## src/rtl/pipeline_pkg.sv

```systemverilog
`default_nettype none
// ============================================================================
// Module      : pipeline_pkg
// Description : Shared types and constants for the MIPS pipeline hazard
//               controller: FSM state encoding, register-specifier width and
//               the per-stage enable/flush control bundles.
// Revision    : 1.0 - initial release
// ============================================================================
package pipeline_pkg;

    localparam int c_REG_ADDR_W = 3;

    // Hazard-controller FSM encoding
    typedef logic [1:0] state_t;
    localparam state_t c_ST_RUN      = 2'd0;
    localparam state_t c_ST_STALL    = 2'd1;
    localparam state_t c_ST_MEM_WAIT = 2'd2;

    // One bundle carries every enable/flush the controller drives
    typedef struct packed {
        logic pcEn;
        logic pcSelBranch;
        logic ifIdEn;
        logic ifIdFlush;
        logic idExEn;
        logic idExBubble;
        logic exMemEn;
        logic exMemFlush;
    } ctrl_t;

    // Everything low: used while reset is asserted
    localparam ctrl_t c_CTRL_OFF = '{pcEn: 1'b0, pcSelBranch: 1'b0, ifIdEn: 1'b0, ifIdFlush: 1'b0,
                                     idExEn: 1'b0, idExBubble: 1'b0, exMemEn: 1'b0, exMemFlush: 1'b0};
    // Normal flow: every register advances, nothing is squashed
    localparam ctrl_t c_CTRL_RUN = '{pcEn: 1'b1, pcSelBranch: 1'b0, ifIdEn: 1'b1, ifIdFlush: 1'b0,
                                     idExEn: 1'b1, idExBubble: 1'b0, exMemEn: 1'b1, exMemFlush: 1'b0};
    // Whole-pipe freeze while data memory is busy
    localparam ctrl_t c_CTRL_HOLD = '{pcEn: 1'b0, pcSelBranch: 1'b0, ifIdEn: 1'b0, ifIdFlush: 1'b0,
                                      idExEn: 1'b0, idExBubble: 1'b0, exMemEn: 1'b0, exMemFlush: 1'b0};
    // Load-use bubble: PC and IF/ID hold, ID/EX loads zero control
    localparam ctrl_t c_CTRL_BUBBLE = '{pcEn: 1'b0, pcSelBranch: 1'b0, ifIdEn: 1'b0, ifIdFlush: 1'b0,
                                        idExEn: 1'b1, idExBubble: 1'b1, exMemEn: 1'b1, exMemFlush: 1'b0};
    // Taken branch: redirect PC and load NOP/zero control into younger stages
    localparam ctrl_t c_CTRL_FLUSH = '{pcEn: 1'b1, pcSelBranch: 1'b1, ifIdEn: 1'b1, ifIdFlush: 1'b1,
                                       idExEn: 1'b1, idExBubble: 1'b1, exMemEn: 1'b1, exMemFlush: 1'b1};

endpackage
`default_nettype wire

```

## src/rtl/hazard_sat_counter.sv

```systemverilog
`default_nettype none
// ============================================================================
// Module      : hazard_sat_counter
// Description : CNT_W-wide event counter that sticks at all-ones instead of
//               wrapping. Asynchronous active-high reset.
// Revision    : 1.0 - initial release
// ============================================================================
module hazard_sat_counter #(
    parameter int CNT_W = 16
) (
    input  logic             clk,
    input  logic             rst,
    input  logic             i_inc,
    output logic [CNT_W-1:0] o_count
);

    logic [CNT_W-1:0] r_count;

    // Count enabled events until the counter is full, then hold
    always_ff @(posedge clk or posedge rst) begin
        if (rst) begin
            r_count <= '0;
        end else if (i_inc && (r_count != '1)) begin
            r_count <= r_count + CNT_W'(1);
        end
    end

    assign o_count = r_count;

endmodule
`default_nettype wire

```

## src/rtl/pipeline_hazard_ctrl.sv

```systemverilog
`default_nettype none
// ============================================================================
// Module      : pipeline_hazard_ctrl
// Description : Stall/flush controller for the 16-bit, 8-register pipelined
//               MIPS. Inserts load-use bubbles, flushes on taken branches,
//               freezes the pipe while data memory is busy and keeps
//               saturating stall/flush event counters.
// Revision    : 1.0 - initial release
// ============================================================================
module pipeline_hazard_ctrl
    import pipeline_pkg::*;
#(
    parameter int REG_ADDR_W      = c_REG_ADDR_W,
    parameter int LOAD_USE_STALLS = 1,
    parameter int IGNORE_R0       = 1,
    parameter int CNT_W           = 16
) (
    input  logic                  clk,
    input  logic                  rst,
    input  logic [REG_ADDR_W-1:0] id_rs,
    input  logic [REG_ADDR_W-1:0] id_rt,
    input  logic                  id_uses_rt,
    input  logic                  ex_memRead,
    input  logic [REG_ADDR_W-1:0] ex_rt,
    input  logic                  mem_branch_taken,
    input  logic                  dmem_busy,
    output logic                  pc_en,
    output logic                  pc_sel_branch,
    output logic                  if_id_en,
    output logic                  if_id_flush,
    output logic                  id_ex_en,
    output logic                  id_ex_bubble,
    output logic                  ex_mem_en,
    output logic                  ex_mem_flush,
    output logic [CNT_W-1:0]      stall_cnt,
    output logic [CNT_W-1:0]      flush_cnt
);

    // Bubbles still owed after the first one (LOAD_USE_STALLS is at most 3)
    localparam logic [1:0] c_REM_LOAD = 2'(LOAD_USE_STALLS - 1);

    state_t     r_state;
    logic [1:0] r_remaining;
    logic       r_branchPend;

    state_t     w_effState;
    state_t     w_nextState;
    logic [1:0] w_nextRemaining;
    logic       w_nextBranchPend;
    logic       w_hazard;
    logic       w_incStall;
    logic       w_incFlush;
    ctrl_t      w_ctrl;

    // Load in EX writes a register the ID instruction reads; R0 optionally exempt
    assign w_hazard = ex_memRead
                    && ((ex_rt == id_rs) || (id_uses_rt && (ex_rt == id_rt)))
                    && !((IGNORE_R0 != 0) && (ex_rt == '0));

    // State/bookkeeping registers
    always_ff @(posedge clk or posedge rst) begin
        if (rst) begin
            r_state      <= c_ST_RUN;
            r_remaining  <= 2'd0;
            r_branchPend <= 1'b0;
        end else begin
            r_state      <= w_nextState;
            r_remaining  <= w_nextRemaining;
            r_branchPend <= w_nextBranchPend;
        end
    end

    // MEM_WAIT resumes whichever state was frozen: an unfinished stall count means STALL
    always_comb begin
        w_effState = c_ST_RUN;
        case (r_state)
            c_ST_STALL:    w_effState = c_ST_STALL;
            c_ST_MEM_WAIT: w_effState = (r_remaining != 2'd0) ? c_ST_STALL : c_ST_RUN;
            default:       w_effState = c_ST_RUN;
        endcase
    end

    // Next-state and Mealy outputs; busy beats branch beats load-use
    always_comb begin
        w_ctrl           = c_CTRL_RUN;
        w_nextState      = w_effState;
        w_nextRemaining  = r_remaining;
        w_nextBranchPend = r_branchPend;
        w_incStall       = 1'b0;
        w_incFlush       = 1'b0;

        if (dmem_busy) begin
            w_ctrl      = c_CTRL_HOLD;
            w_nextState = c_ST_MEM_WAIT;
            if (mem_branch_taken) begin
                w_nextBranchPend = 1'b1;
            end
        end else if (mem_branch_taken || r_branchPend) begin
            // Hazarding instruction is killed by the flush, so hz is ignored
            w_ctrl           = c_CTRL_FLUSH;
            w_incFlush       = 1'b1;
            w_nextBranchPend = 1'b0;
            w_nextRemaining  = 2'd0;
            w_nextState      = c_ST_RUN;
        end else if (w_effState == c_ST_STALL) begin
            w_ctrl          = c_CTRL_BUBBLE;
            w_incStall      = 1'b1;
            w_nextRemaining = r_remaining - 2'd1;
            w_nextState     = (r_remaining == 2'd1) ? c_ST_RUN : c_ST_STALL;
        end else if (w_hazard) begin
            w_ctrl     = c_CTRL_BUBBLE;
            w_incStall = 1'b1;
            if (LOAD_USE_STALLS > 1) begin
                w_nextRemaining = c_REM_LOAD;
                w_nextState     = c_ST_STALL;
            end
        end

        if (rst) begin
            w_ctrl     = c_CTRL_OFF;
            w_incStall = 1'b0;
            w_incFlush = 1'b0;
        end
    end

    assign pc_en         = w_ctrl.pcEn;
    assign pc_sel_branch = w_ctrl.pcSelBranch;
    assign if_id_en      = w_ctrl.ifIdEn;
    assign if_id_flush   = w_ctrl.ifIdFlush;
    assign id_ex_en      = w_ctrl.idExEn;
    assign id_ex_bubble  = w_ctrl.idExBubble;
    assign ex_mem_en     = w_ctrl.exMemEn;
    assign ex_mem_flush  = w_ctrl.exMemFlush;

    hazard_sat_counter #(
        .CNT_W (CNT_W)
    ) u_stallCnt (
        .clk     (clk),
        .rst     (rst),
        .i_inc   (w_incStall),
        .o_count (stall_cnt)
    );

    hazard_sat_counter #(
        .CNT_W (CNT_W)
    ) u_flushCnt (
        .clk     (clk),
        .rst     (rst),
        .i_inc   (w_incFlush),
        .o_count (flush_cnt)
    );

endmodule
`default_nettype wire

```

## config.mk

```make
export PLATFORM = sky130hd
export DESIGN_NAME = pipeline_hazard_ctrl
export DESIGN_NICKNAME = d
export VERILOG_FILES = /design/src/rtl/pipeline_pkg.sv /design/src/rtl/hazard_sat_counter.sv /design/src/rtl/pipeline_hazard_ctrl.sv
export SDC_FILE = /design/constraint.sdc
export NUM_CORES = 1
export LEC_CHECK = 0
export ABC_AREA = 1
export ABC_CLOCK_PERIOD_IN_PS = 4300
export BUFFER_PORTS_ARGS = -buffer_cell sky130_fd_sc_hd__buf_2
export CAP_MARGIN = 10
export CORE_AREA = 2 2 61 78
export DETAILED_ROUTE_END_ITERATION = 10
export DIE_AREA = 0 0 63 80
export HOLD_SLACK_MARGIN = 0.12
export PLACE_DENSITY = 0.84
export SKIP_LAST_GASP = 1
export SLEW_MARGIN = 20
export SYNTH_ARGS = -nofsm -noshare
export SYNTH_HDL_FRONTEND = slang
export SYNTH_SLANG_ARGS = --single-unit
```

## constraint.sdc

```tcl
create_clock -name clk -period 4.3 [get_ports clk]
set_clock_uncertainty 0.1 [all_clocks]
set_input_delay 0.43 -clock clk [delete_from_list [all_inputs] [get_ports clk]]
set_output_delay 0.43 -clock clk [all_outputs]
set_load 0.02 [all_outputs]
```

Word level (Yosys, flattened, before mapping)

Index checks and enable logic that the tools add are counted.
Widths: inputs -> output; s select.

Add/sub/neg operators: 3
Eq/ne operators: 9
Mux-type cells: 24
Bitwise gates (word level): 1
Reductions and logical operators: 14

Operators by type and width:

| cell                  | number |
|---|---|
| $mux 8                | 5 |
| $add 16x1->16 const B | 2 |
| $ne 16x16->1 const B  | 2 |
| $mux 1                | 15 |
| $eq 2x1->1 const B    | 3 |
| $eq 3x3->1            | 2 |
| $mux 2                | 3 |
| $reduce_bool 2->1     | 3 |
| $logic_and 1x1->1     | 5 |
| $reduce_and 2->1      | 2 |
| $logic_not 3->1       | 1 |
| $eq 2x2->1 const B    | 1 |
| $logic_or 1x1->1      | 2 |
| $ne 2x2->1 const B    | 1 |
| $pmux 1 s2            | 1 |
| $sub 2x1->2 const B   | 1 |
| $logic_not 1->1       | 1 |
| $not 1->1             | 1 |

Register bits after elaboration: 37
Input bits: 15
Output and inout bits: 40
Logic and storage cells: 56

Depth between registers and ports, before layout

Gate-level depths: netlist of the first run.

Word-level depth: 11
Mapped depth: 12

Cells and area by module

Synthesis of the first run repeated with hierarchy kept, for this count alone.

Cells, all modules: 374
Area, all modules: 2618.8 um2

By module, submodules not included:

| module               | instances | cells an instance | area an instance (um2) | seq. area each (um2) |
|---|---|---|---|---|
| hazard_sat_counter   | 2         | 150               | 1069.8                 | 400.4 |
| pipeline_hazard_ctrl | 1         | 74                | 479.2                  | 125.1 |

Least setup slack after synthesis of the first run

Ideal clock, no wire load.

Path kind: register -> output
From: register r_state[0]
To: output pc_en
Arrival: 1.805 ns
Data required time: 3.770 ns
Setup slack: 1.965 ns
Cell stages (with the launch flop): 10
Cell sequence: dfrtp_1 -> inv_1 -> ha_1 -> inv_1 -> nor2_1 -> o21bai_1 -> nand2_2 -> buf_2 -> a21oi_1 -> buf_4

Cells in the longest elaborated chain, start to end: 7
Elaborated cells between the ends (all ways): 8
Classes of those cells: eq/ne (3); mux (5)

RTL lines:

| item                                            | line                        | text |
|---|---|---|
| from (decl)                                     | pipeline_hazard_ctrl.sv:42  | `state_t r_state;` |
| from (signal assigned)                          | pipeline_hazard_ctrl.sv:63  | `r_state <= c_ST_RUN;` |
| from (signal assigned)                          | pipeline_hazard_ctrl.sv:67  | `r_state <= w_nextState;` |
| $eq 2x2->1 / $eq 2x1->1 (equally long branches) | pipeline_hazard_ctrl.sv:76  | `case (r_state)` |
| $pmux 1 s2 *                                    | pipeline_hazard_ctrl.sv:76  |  |
| $eq 2x1->1 *                                    | pipeline_hazard_ctrl.sv:105 | `end else if (w_effState == c_ST_STALL) begin` |
| $mux 8 *                                        | pipeline_hazard_ctrl.sv:105 |  |
| $mux 8 *                                        | pipeline_hazard_ctrl.sv:98  | `end else if (mem_branch_taken \|\| r_branchPend) begin` |
| $mux 8 *                                        | pipeline_hazard_ctrl.sv:92  | `if (dmem_busy) begin` |
| $mux 8 *                                        | pipeline_hazard_ctrl.sv:119 | `if (rst) begin` |
| to (decl)                                       | pipeline_hazard_ctrl.sv:27  | `output logic pc_en,` |

Mark *: on every way between the ends. The rest lies on a longest branch, timed or not.

Worst setup path after layout of the first run

From: register r_remaining[0]
To: output pc_en

Cells in the longest elaborated chain, start to end: 8

RTL lines:

| item                   | line                        | text |
|---|---|---|
| from (decl)            | pipeline_hazard_ctrl.sv:43  | `logic [1:0] r_remaining;` |
| from (signal assigned) | pipeline_hazard_ctrl.sv:68  | `r_remaining <= w_nextRemaining;` |
| $reduce_bool 2->1      | pipeline_hazard_ctrl.sv:78  | `c_ST_MEM_WAIT: w_effState = (r_remaining != 2'd0) ? c_ST_STALL : c_ST_RUN;` |
| $mux 1                 | pipeline_hazard_ctrl.sv:78  |  |
| $pmux 1 s2             | pipeline_hazard_ctrl.sv:76  |  |
| $eq 2x1->1             | pipeline_hazard_ctrl.sv:105 |  |
| $mux 8                 | pipeline_hazard_ctrl.sv:105 |  |
| $mux 8                 | pipeline_hazard_ctrl.sv:98  |  |
| $mux 8                 | pipeline_hazard_ctrl.sv:92  |  |
| $mux 8                 | pipeline_hazard_ctrl.sv:119 |  |

Every way passes these cells.

==> key figures, run 1 <==
Routing
  • Vias per cell: approximately 5.2
  • DR WL/cell: 12.0 um
  • Drt total wl: approximately 5300 um
  • Remaining DRCs: 0
  • Via count: 2307
  • DR pass1 iterations: 4
  • DR iter-0 viols: 96
  • Routed Antenna Nets: 0

STA
  • Final Hold Fails: 0
  • Setup tns final: 0 ns
  • Peak Freq: between 0.3 and 0.4 GHz
  • Final Critical Period: roughly 2.5 ns
  • Final WS setup: around 1.8 ns
  • Final Cycle Share: 0.587
  • Worst Tran Pin Value: around 0.99 ns
  • Final Max Slew Viols: 0
  • Slew headroom: 0.338
  • Unrepaired setup endpoints after global routing: no
  • Final Setup Violations: 0
  • Smallest hold slack: ~0.15 ns

Synth
  • Mapped Area: between 2000 and 2500 um^2
  • Sequential fraction of the synthesis area: 0.377
  • Yosys reg bits: 37
  • Syn nets: 351
  • Warnings, synthesis: 0
  • Synth cell types: 34
  • Post-Synthesis Cells: 330
  • Synthesized area per cell: 7.45 um^2

Status
  • Outcome: finished, final reports clean

Worst setup path
  • CP endpoint kind: primary output
  • Crit start category: flip-flop
  • Worst R2R Start: r_branchPend$_DFFE_PP0P_
  • Arr. time, crit path: 2.00 ns
  • Worst EP required: about 3.8 ns
  • Kind of critical path: flip-flop to primary output
  • Worst setup startpoint: r_remaining[0]$_DFFE_PP0P_
  • Max Fanout on Critical Path: 19

Global routing
  • First-pass GRT wire length: roughly 9600 um
  • Vias in the first global route: between 2k and 2.5k
  • GRT Total Usage: 0.238
  • Initial antenna violation count: 0
  • GRT overflow: 0
  • Largest net degree at the start of global routing: 38

Clock tree
  • Post-CTS Resized: 0
  • CTS tree: done
  • Post-CTS Setup Bufs: 0
  • Clock root buffer: clkbuf_8
  • Worst skew pair latency: slightly below 0.3 ns
  • Clk buf depth: 2
  • Cts hold-fix bufs: 0
  • H-Tree Depth: 2
  • Total CTS buffers: 5
  • CTS Sinks: 37
  • Clock transition at path regs: roughly 0.08 ns

Power
  • Tot Pwr: 0.911 mW
  • Pleak: roughly 1.5 nW
  • VDD IR max: 0.232 mV
  • Power per Cell Area: 324 nW/um^2

Cells and area
  • Antenna fix cells: 0
  • Fraction of layout instances using a drive strength above 1: 0.230
  • Layout area overhead: 14.4%
  • Register area: about 930 um^2
  • Multi-input gate area: roughly 1300 um^2
  • FILL cells: 382
  • Nets: 403

Floorplan
  • Initial cell density of the core: 0.573
  • Core ar.: approximately 4300 um^2
  • Die Area: 5040 um^2
  • Die height: roughly 80 um
  • Row Count: 27
  • Die width: around 63 um
  • # IOs: between 50 and 60

Placement
  • DP HPWL: around 4000 um
  • Final RePlAce weighted congestion: roughly 0.88
  • Pre-CTS setup slack: between 2 and 2.5 ns
  • Port Buf Inserts: 54

Run
  • MaxCap Viol Count: 0

Hold path
  • Hold WC Path Type: primary input to asynchronous set/reset pin
[placed cells by master (no fill, tap or decap), drive strengths merged, types with 3 or more instances in the layout]
cell / instances
clkbuf: 6
xnor2: 11
nand3b: 3
clkinv: 3
o21ai: 11
nand3: 19
inv: 38
dfrtp: 37
ha: 6
nand2: 112
buf: 56
xor2: 11
nor3: 6
nand4: 22
nor2: 36
[flip-flops by register name (all words and copies together), names as in the netlist]
name / count
r_state: 2
u_flushCnt.o_count: 16
u_stallCnt.o_count: 16
r_branchPend: 1
r_remaining: 2
[logic make-up after synthesis]
family,count (synthesis),share of synthesized area
compound gates,15,0.0351
simple gates,200,0.384
fa+ha+maj,6,0.0305
xor+xnor,22,0.0784
flops,37,0.377
buf+inv,50,0.0957
[final timing paths]
kind	endpoint	slack, ns	cells past startpoint
setup / recovery	pc_en	1.77	7
hold / removal	r_remaining[0]$_DFFE_PP0P_	0.15	3
setup reg to reg	u_stallCnt.o_count[9]$_DFFE_PP0P_	2.26	5
hold reg to reg	u_flushCnt.o_count[12]$_DFFE_PP0P_	0.42	2
max in group asynchronous	u_stallCnt.o_count[15]$_DFFE_PP0P_	3.62	3
min in group clk	r_state[1]$_DFF_PP0_	0.21	1
[synthesized netlist by cell type]
cell type / count / area share
nor4_1: 1 / 0.0025
clkinv_1: 1 / 0.0015
a21oi_1: 2 / 0.0041
inv_2: 7 / 0.011
buf_8: 1 / 0.0061
nor3_1: 6 / 0.012
inv_1: 30 / 0.046
a31oi_1: 1 / 0.0025
buf_2: 3 / 0.0061
nand2_4: 1 / 0.0046
and2_1: 1 / 0.0025
ha_1: 6 / 0.031
dfrtp_1: 37 / 0.38
nor2_4: 4 / 0.018
o21ai_0: 2 / 0.0041
nand3b_1: 3 / 0.0092
buf_6: 2 / 0.0092
o21bai_1: 1 / 0.0031
nand3_1: 16 / 0.033
xnor2_1: 11 / 0.039
inv_4: 1 / 0.0025
xor2_1: 11 / 0.039
nand2_1: 108 / 0.16
nor2_1: 29 / 0.044
nor2_2: 3 / 0.0076
buf_4: 4 / 0.012
nand4_4: 1 / 0.0087
o21ai_2: 2 / 0.0071
nand3_2: 2 / 0.0081
nand4_1: 21 / 0.053
o21ai_1: 7 / 0.014
nand3_4: 1 / 0.0071
nand2_2: 3 / 0.0076
clkbuf_1: 1 / 0.0015
[power by group]
group	total [mW]	internal (mW)	switching [mW]
Clock	0.235	0.112	0.123
Sequential	0.432	0.388	0.0447
Combinational	0.243	0.0811	0.162
Total	0.911	0.581	0.330
[per-layer routing]
layer / up-vias / routed length, um / track usage / share of wire
met4: 0 / 106 / 0.107 / 0.020
met3: 10 / 357 / 0.0480 / 0.068
met1: 1058 / 2230 / 0.276 / 0.42
met5: - / 0 / 0 / 0
li1: 1156 / - / - / -
met2: 83 / 2580 / 0.422 / 0.49
[final cells by class]
| type | instances | share of cell area |
|---|---|---|
| clock buffer | 6 | 0.0258 |
| timing repair buffer | 56 | 0.101 |
| sequential | 37 | 0.329 |
| inverter | 39 | 0.0529 |
| tap | 58 | 0.0258 |
| clock inverter | 2 | 0.00356 |
| multi-input combinational | 243 | 0.461 |
[critical path, cell delays in order, from the launching register on]
cell and delay, ns:
dfrtp_1 0.39, inv_1 0.09, ha_1 0.15, nor2_1 0.04
o21bai_1 0.25, nand2_2 0.30, a21oi_1 0.26, buf_2 0.21
[through the flow]
step,std cells,utilization,instance area (um^2)
2_1_floorplan,330,-,2460
3_3_place_gp,433,0.636,2730
3_5_place_dp,433,0.636,2730
4_1_cts,441,0.656,2810
5_1_grt,441,0.656,2810
6_report,441,0.656,2810
No activity file was read; power rests on OpenSTA's default activity.
==> inputs of run 2 (changes only) <==
--- a/config.mk
+++ b/config.mk
@@ -6,14 +6,14 @@
 export NUM_CORES = 1
 export LEC_CHECK = 0
 export ABC_AREA = 1
-export ABC_CLOCK_PERIOD_IN_PS = 4300
+export ABC_CLOCK_PERIOD_IN_PS = 2500
 export BUFFER_PORTS_ARGS = -buffer_cell sky130_fd_sc_hd__buf_2
 export CAP_MARGIN = 10
-export CORE_AREA = 2 2 61 78
+export CORE_AREA = 2 2 64 81
 export DETAILED_ROUTE_END_ITERATION = 10
-export DIE_AREA = 0 0 63 80
+export DIE_AREA = 0 0 66 83
 export HOLD_SLACK_MARGIN = 0.12
-export PLACE_DENSITY = 0.84
+export PLACE_DENSITY = 0.77
 export SKIP_LAST_GASP = 1
 export SLEW_MARGIN = 20
 export SYNTH_ARGS = -nofsm -noshare
==> constraint.sdc (replaced) <==
create_clock -name clk -period 2.5 [get_ports clk]
set_clock_uncertainty 0.1 [all_clocks]
set_input_delay 0.25 -clock clk [delete_from_list [all_inputs] [get_ports clk]]
set_output_delay 0.25 -clock clk [all_outputs]
set_load 0.02 [all_outputs]
==> run 2 against run 1 <==
Via count down 0.95%. Die area up 8.7%. Clock power up 130%. Critical path depth unchanged. Non-clock buffer count up 4. Total power up 88%. Largest cell class unchanged. Largest power group unchanged.
==> key figures, run 2 (synthesis results as in run 1) <==
Global routing
  • Initial antenna violation count: 0
  • GRT Total Usage: 0.222
  • First-pass GRT wire length: just under 10000 um
  • Largest net degree at the start of global routing: 38
  • Met3 usage: 0.0474
  • Vias in the first global route: approximately 2.2k
  • GRT overflow: 0
  • Met1 usage: 0.261
  • Met2 Usage GRT: 0.387
  • Most used routing layer: met2

Cells and area
  • Layout area overhead: 17.3%
  • Most common cell after layout, fill and taps aside: nand2_1
  • Most frequent cells in the layout: nand2_1, buf_2, dfrtp_1, inv_1, nor2_1
  • Post-layout util: 0.614
  • Post-Layout Cell Count: about 450
  • Nets: around 400
  • Fraction of layout instances using a drive strength above 1: 0.233
  • FILL cells: around 430
  • Fin area: 2880 um^2
  • Antenna fix cells: 0

STA
  • Unrepaired setup endpoints after global routing: no
  • Final Cycle Share: 0.891
  • Setup tns final: 0 ns
  • Worst Tran Pin Value: about 0.46 ns
  • Final WS setup: about 0.27 ns
  • Slew headroom: 0.692
  • Smallest hold slack: 0.352 ns
  • Final Max Slew Viols: 0
  • Final Setup Violations: 0
  • Final Hold Fails: 0
  • Peak Freq: around 0.45 GHz
  • Final Critical Period: 2.23 ns

Floorplan
  • Die Area: 5480 um^2
  • Die width: about 66 um
  • Initial cell density of the core: 0.524
  • Core ar.: 4690 um^2
  • Die height: 83 um
  • # IOs: 55
  • Row Count: 28

Clock tree
  • Clock transition at path regs: ~0.07 ns
  • Total CTS buffers: 5
  • CTS tree: done
  • Clk buf depth: 2
  • Post-CTS Setup Bufs: 0
  • Worst skew pair latency: 0.29 ns
  • Clock root buffer: clkbuf_8
  • H-Tree Depth: 2
  • CTS Sinks: 37

Routing
  • DR WL/cell: between 10 and 15 um
  • Routed Antenna Nets: 0
  • Drt total wl: 5560 um
  • DR iter-0 viols: 137
  • DR pass1 iterations: 4
  • Remaining DRCs: 0
  • Via count: 2285
  • Vias per cell: between 5 and 6

Power
  • Pleak: roughly 1.5 nW
  • Power per Cell Area: 594 nW/um^2
  • VDD IR max: between 0.3 and 0.4 mV
  • Tot Pwr: between 1.5 and 2 mW

Worst setup path
  • Worst EP required: ~2.2 ns
  • Arr. time, crit path: ~1.9 ns
  • Crit start category: flip-flop
  • Max Fanout on Critical Path: 4
  • CP endpoint kind: primary output
  • Kind of critical path: flip-flop to primary output

Placement
  • DP HPWL: between 4000 and 5000 um
  • Port Buf Inserts: 54
  • Final RePlAce weighted congestion: roughly 0.86
  • Cell Area, Placed: 2750 um^2
  • Pre-CTS setup slack: ~0.60 ns
  • Inst Count DP: 437

Status
  • Outcome: finished, final reports clean

Run
  • MaxCap Viol Count: 0

Hold path
  • Hold WC Path Type: primary input to flip-flop
-- run 2: per-layer routing --
layer,up-vias,share of wire,wire length [um]
li1,1156,-,-
met1,1057,0.42,2350
met2,63,0.52,2870
met3,9,0.048,265
met4,0,0.015,85
met5,-,0,0
-- run 2: critical path: stages, from the launching register on --
cell      delay, ns
dfrtp_1        0.38
inv_1          0.10
ha_1           0.15
nor2_1         0.04
o21bai_1       0.25
nand2_2        0.15
a21oi_1        0.28
buf_2          0.24
-- run 2: final timing paths --
| path | start | endpoint | slack [ns] | cells past startpoint |
|---|---|---|---|---|
| min in group asynchronous | rst | u_flushCnt.o_count[5]$_DFFE_PP0P_ | 0.52 | 4 |
| hold reg to reg | u_flushCnt.o_count[7]$_DFFE_PP0P_ | u_flushCnt.o_count[7]$_DFFE_PP0P_ | 0.42 | 1 |
| setup reg to reg | u_stallCnt.o_count[0]$_DFFE_PP0P_ | u_stallCnt.o_count[3]$_DFFE_PP0P_ | 0.67 | 9 |
| setup / recovery | r_remaining[0]$_DFFE_PP0P_ | pc_en | 0.27 | 7 |
| max in group asynchronous | rst | u_flushCnt.o_count[8]$_DFFE_PP0P_ | 1.46 | 4 |
| hold / removal | mem_branch_taken | r_branchPend$_DFFE_PP0P_ | 0.35 | 4 |
-- run 2: power by group --
part | switching [mW] | internal [mW] | total, mW
combinational | 0.281 | 0.145 | 0.426
sequential | 0.0835 | 0.667 | 0.750
clock | 0.211 | 0.325 | 0.536
total | 0.576 | 1.14 | 1.71
-- run 2: cell type report --
| class | count | area (um^2) | share of cell area |
|---|---|---|---|
| repair buffers | 60 | 320 | 0.111 |
| multi-input cells | 243 | 1300 | 0.450 |
| clock buffers | 7 | 86.3 | 0.0299 |
| flip-flops and latches | 37 | 926 | 0.321 |
| clock inverters | 1 | 30.0 | 0.0104 |
| well taps | 60 | 75.1 | 0.0260 |
| inverters | 39 | 149 | 0.0516 |
-- run 2: repair_timing --
item,in CTS,in global routing
endpoints found under the hold margin,40,0
hold buffers,2,0
gates resized for setup,0,0
==> inputs of run 3 (changes only) <==
--- a/config.mk
+++ b/config.mk
@@ -5,15 +5,14 @@
 export SDC_FILE = /design/constraint.sdc
 export NUM_CORES = 1
 export LEC_CHECK = 0
-export ABC_AREA = 1
 export ABC_CLOCK_PERIOD_IN_PS = 2500
 export BUFFER_PORTS_ARGS = -buffer_cell sky130_fd_sc_hd__buf_2
 export CAP_MARGIN = 10
-export CORE_AREA = 2 2 64 81
+export CORE_AREA = 2 2 60 76
 export DETAILED_ROUTE_END_ITERATION = 10
-export DIE_AREA = 0 0 66 83
+export DIE_AREA = 0 0 62 78
 export HOLD_SLACK_MARGIN = 0.12
-export PLACE_DENSITY = 0.77
+export PLACE_DENSITY = 0.76
 export SKIP_LAST_GASP = 1
 export SLEW_MARGIN = 20
 export SYNTH_ARGS = -nofsm -noshare
==> run 3 against run 2 <==
Combinational power is 35% lower. Final cell count is 29% lower. Via count shrank 25%. Worst setup slack got worse by 0.085 ns. Non-clock buffer count stayed put. Critical path depth did not move. Utilization grew 1.2 points. Design area down 12%. Global-route usage is 1.7 points lower. Sequential power fell by 5.9%. Die area fell by 12%. Largest cell class unchanged.
==> key figures, run 3 <==
Floorplan
  • Row Count: 26
  • Initial cell density of the core: 0.503
  • # IOs: between 50 and 60
  • Die height: approximately 78 um
  • Core ar.: 4070 um^2
  • Die Area: slightly below 5000 um^2
  • Die width: approximately 62 um

STA
  • Slew headroom: 0.576
  • Worst Tran Pin Value: 0.635 ns
  • Final Hold Fails: 0
  • Unrepaired setup endpoints after global routing: no
  • Setup tns final: 0 ns
  • Final Max Slew Viols: 0
  • Final Cycle Share: 0.925
  • Peak Freq: about 0.43 GHz
  • Final Critical Period: between 2 and 2.5 ns
  • Final Setup Violations: 0

Global routing
  • GRT overflow: 0
  • Vias in the first global route: approximately 1.6k
  • GRT Total Usage: 0.205
  • Initial antenna violation count: 0
  • Largest net degree at the start of global routing: 24
  • Most used routing layer: met2
  • Met1 usage: 0.266
  • Met3 usage: 0.0483
  • Met2 Usage GRT: 0.328
  • First-pass GRT wire length: between 7000 and 8000 um

Worst setup path
  • Arr. time, crit path: roughly 2.4 ns
  • R2R cell count: 5
  • CP endpoint kind: flip-flop
  • Kind of critical path: primary input to flip-flop
  • Worst setup startpoint: dmem_busy
  • Worst R2R Start: u_stallCnt.o_count[6]$_DFFE_PP0P_
  • Crit start category: primary input
  • Max Fanout on Critical Path: 8
  • Internal reg-to-reg setup slack: 0.37 ns
  • CP Capture Point: u_stallCnt.o_count[1]$_DFFE_PP0P_
  • Worst EP required: 2.58 ns
  • Reg2reg end: u_stallCnt.o_count[1]$_DFFE_PP0P_

Placement
  • Port Buf Inserts: 54
  • DP HPWL: 3420 um
  • Final RePlAce weighted congestion: between 0.8 and 0.9
  • Inst Count DP: 306

Routing
  • Remaining DRCs: 0
  • Drt total wl: around 4600 um
  • DR WL/cell: about 14 um
  • Via count: around 1.7k
  • DR iter-0 viols: approximately 80
  • DR pass1 iterations: 4
  • Vias per cell: 5.46
  • Routed Antenna Nets: 0

Clock tree
  • Worst skew pair latency: about 0.29 ns
  • Clock root buffer: clkbuf_8
  • H-Tree Depth: 2
  • Total CTS buffers: 5
  • Clk buf depth: 2
  • Clock transition at path regs: ~0.080 ns
  • Post-CTS Setup Bufs: 0
  • CTS Sinks: 37
  • CTS tree: done

Hold path
  • Hold WC Path Type: primary input to flip-flop
  • Cells on Worst Hold Path: 4

Power
  • VDD IR max: 0.360 mV
  • Power per Cell Area: ~630 nW/um^2
  • Pleak: 1.22 nW

Synth
  • Synth area leaders: dfrtp_1, xnor2_1, ha_1
  • Synthesized area per cell: 10.3 um^2
  • Synth cell types: 39
  • Sequential fraction of the synthesis area: 0.453
  • Yosys top cell area share: 0.453
  • Async SR Flop Fraction: 1.00
  • Yosys reg bits: 37
  • Post-synth EDFFs: 0
  • Dominant cell type by area after synthesis: dfrtp_1
  • Warnings, synthesis: 0
  • Count leader, synth: dfrtp_1
  • Most used DFF post-synth: dfrtp_1
  • Mapped Area: 2050 um^2
  • Commonest cells post-synth: dfrtp_1, xnor2_1, nand2_1, nor2_1, nand3_1
  • Syn nets: around 220
  • Post-Synthesis Cells: roughly 200

Status
  • Outcome: finished, final reports clean

Cells and area
  • Antenna fix cells: 0
  • Layout area overhead: 24.5%
  • Most frequent cells in the layout: buf_2, dfrtp_1, xnor2_1, nand2_1, nor2_1
  • Most common cell after layout, fill and taps aside: buf_2
  • Nets: 280
  • Fraction of layout instances using a drive strength above 1: 0.319
  • Post-Layout Cell Count: about 320

Run
  • MaxCap Viol Count: 0
run 3: cell type report:
type / instances / area [um^2]
clock buffers: 5 / 68.8
clock inverters: 3 / 65.1
fillers: 368 / 1520
inverters: 7 / 26.3
multi-input cells: 148 / 1060
flip-flops and latches: 37 / 926
well taps: 56 / 70.1
repair buffers: 60 / 333
run 3: layer usage:
layer / vias up / share of wire
li1: 829 / -
met4: 0 / 0.012
met5: - / 0
met3: 6 / 0.056
met1: 831 / 0.43
met2: 58 / 0.50
run 3: cells by family after synthesis:
| logic type | synth area share |
|---|---|
| buffers and inverters | 0.0318 |
| AOI/OAI and AO/OA | 0.105 |
| adders and majority gates | 0.0367 |
| and+or+nand+nor | 0.208 |
| DFF | 0.453 |
| xor gates and xnor gates | 0.133 |
| muxes | 0.0330 |
run 3: through the flow:
stage               total power [mW]   util  hold slack, ns  setup slack [ns]  cell area, um^2
floorplan                      0.889      -           0.181             0.345             2050
global placement               0.986  0.588           0.297             0.432             2390
detailed placement             0.996  0.588           0.297             0.412             2390
CTS                             1.61  0.626           0.230             0.144             2540
global route                    1.67  0.626           0.249            0.0820             2550
finish                          1.60  0.626           0.234             0.187             2550
run 3: worst max-delay path, stage by stage:
cell	delay [ns]
dlygate4sd3_1	0.53
buf_2	0.16
nor2_1	0.34
nand2_1	0.21
a21oi_1	0.40
o21ai_1	0.20
mux2_2	0.31
run 3: worst min-delay path by stage:
stage	to	start
3_5_place_dp	r_remaining[0]$_DFFE_PP0P_	rst
5_1_grt	r_state[0]$_DFF_PP0_	mem_branch_taken
2_1_floorplan	r_state[1]$_DFF_PP0_	dmem_busy
3_3_place_gp	r_remaining[0]$_DFFE_PP0P_	rst
4_1_cts	r_state[0]$_DFF_PP0_	mem_branch_taken
6_report	r_state[0]$_DFF_PP0_	mem_branch_taken
run 3: repair_timing:
item	4_1_cts	5_1_grt
hold endpoints to repair	15	0
endpoints found under the setup margin	0	2
resized for setup	0	1
hold buffers	2	0
run 3: report_power, final:
part | leakage, nW | switching (mW) | internal [mW]
logic | 0.646 | 0.163 | 0.115
registers | 0.504 | 0.0572 | 0.648
clock network | 0.0681 | 0.222 | 0.396
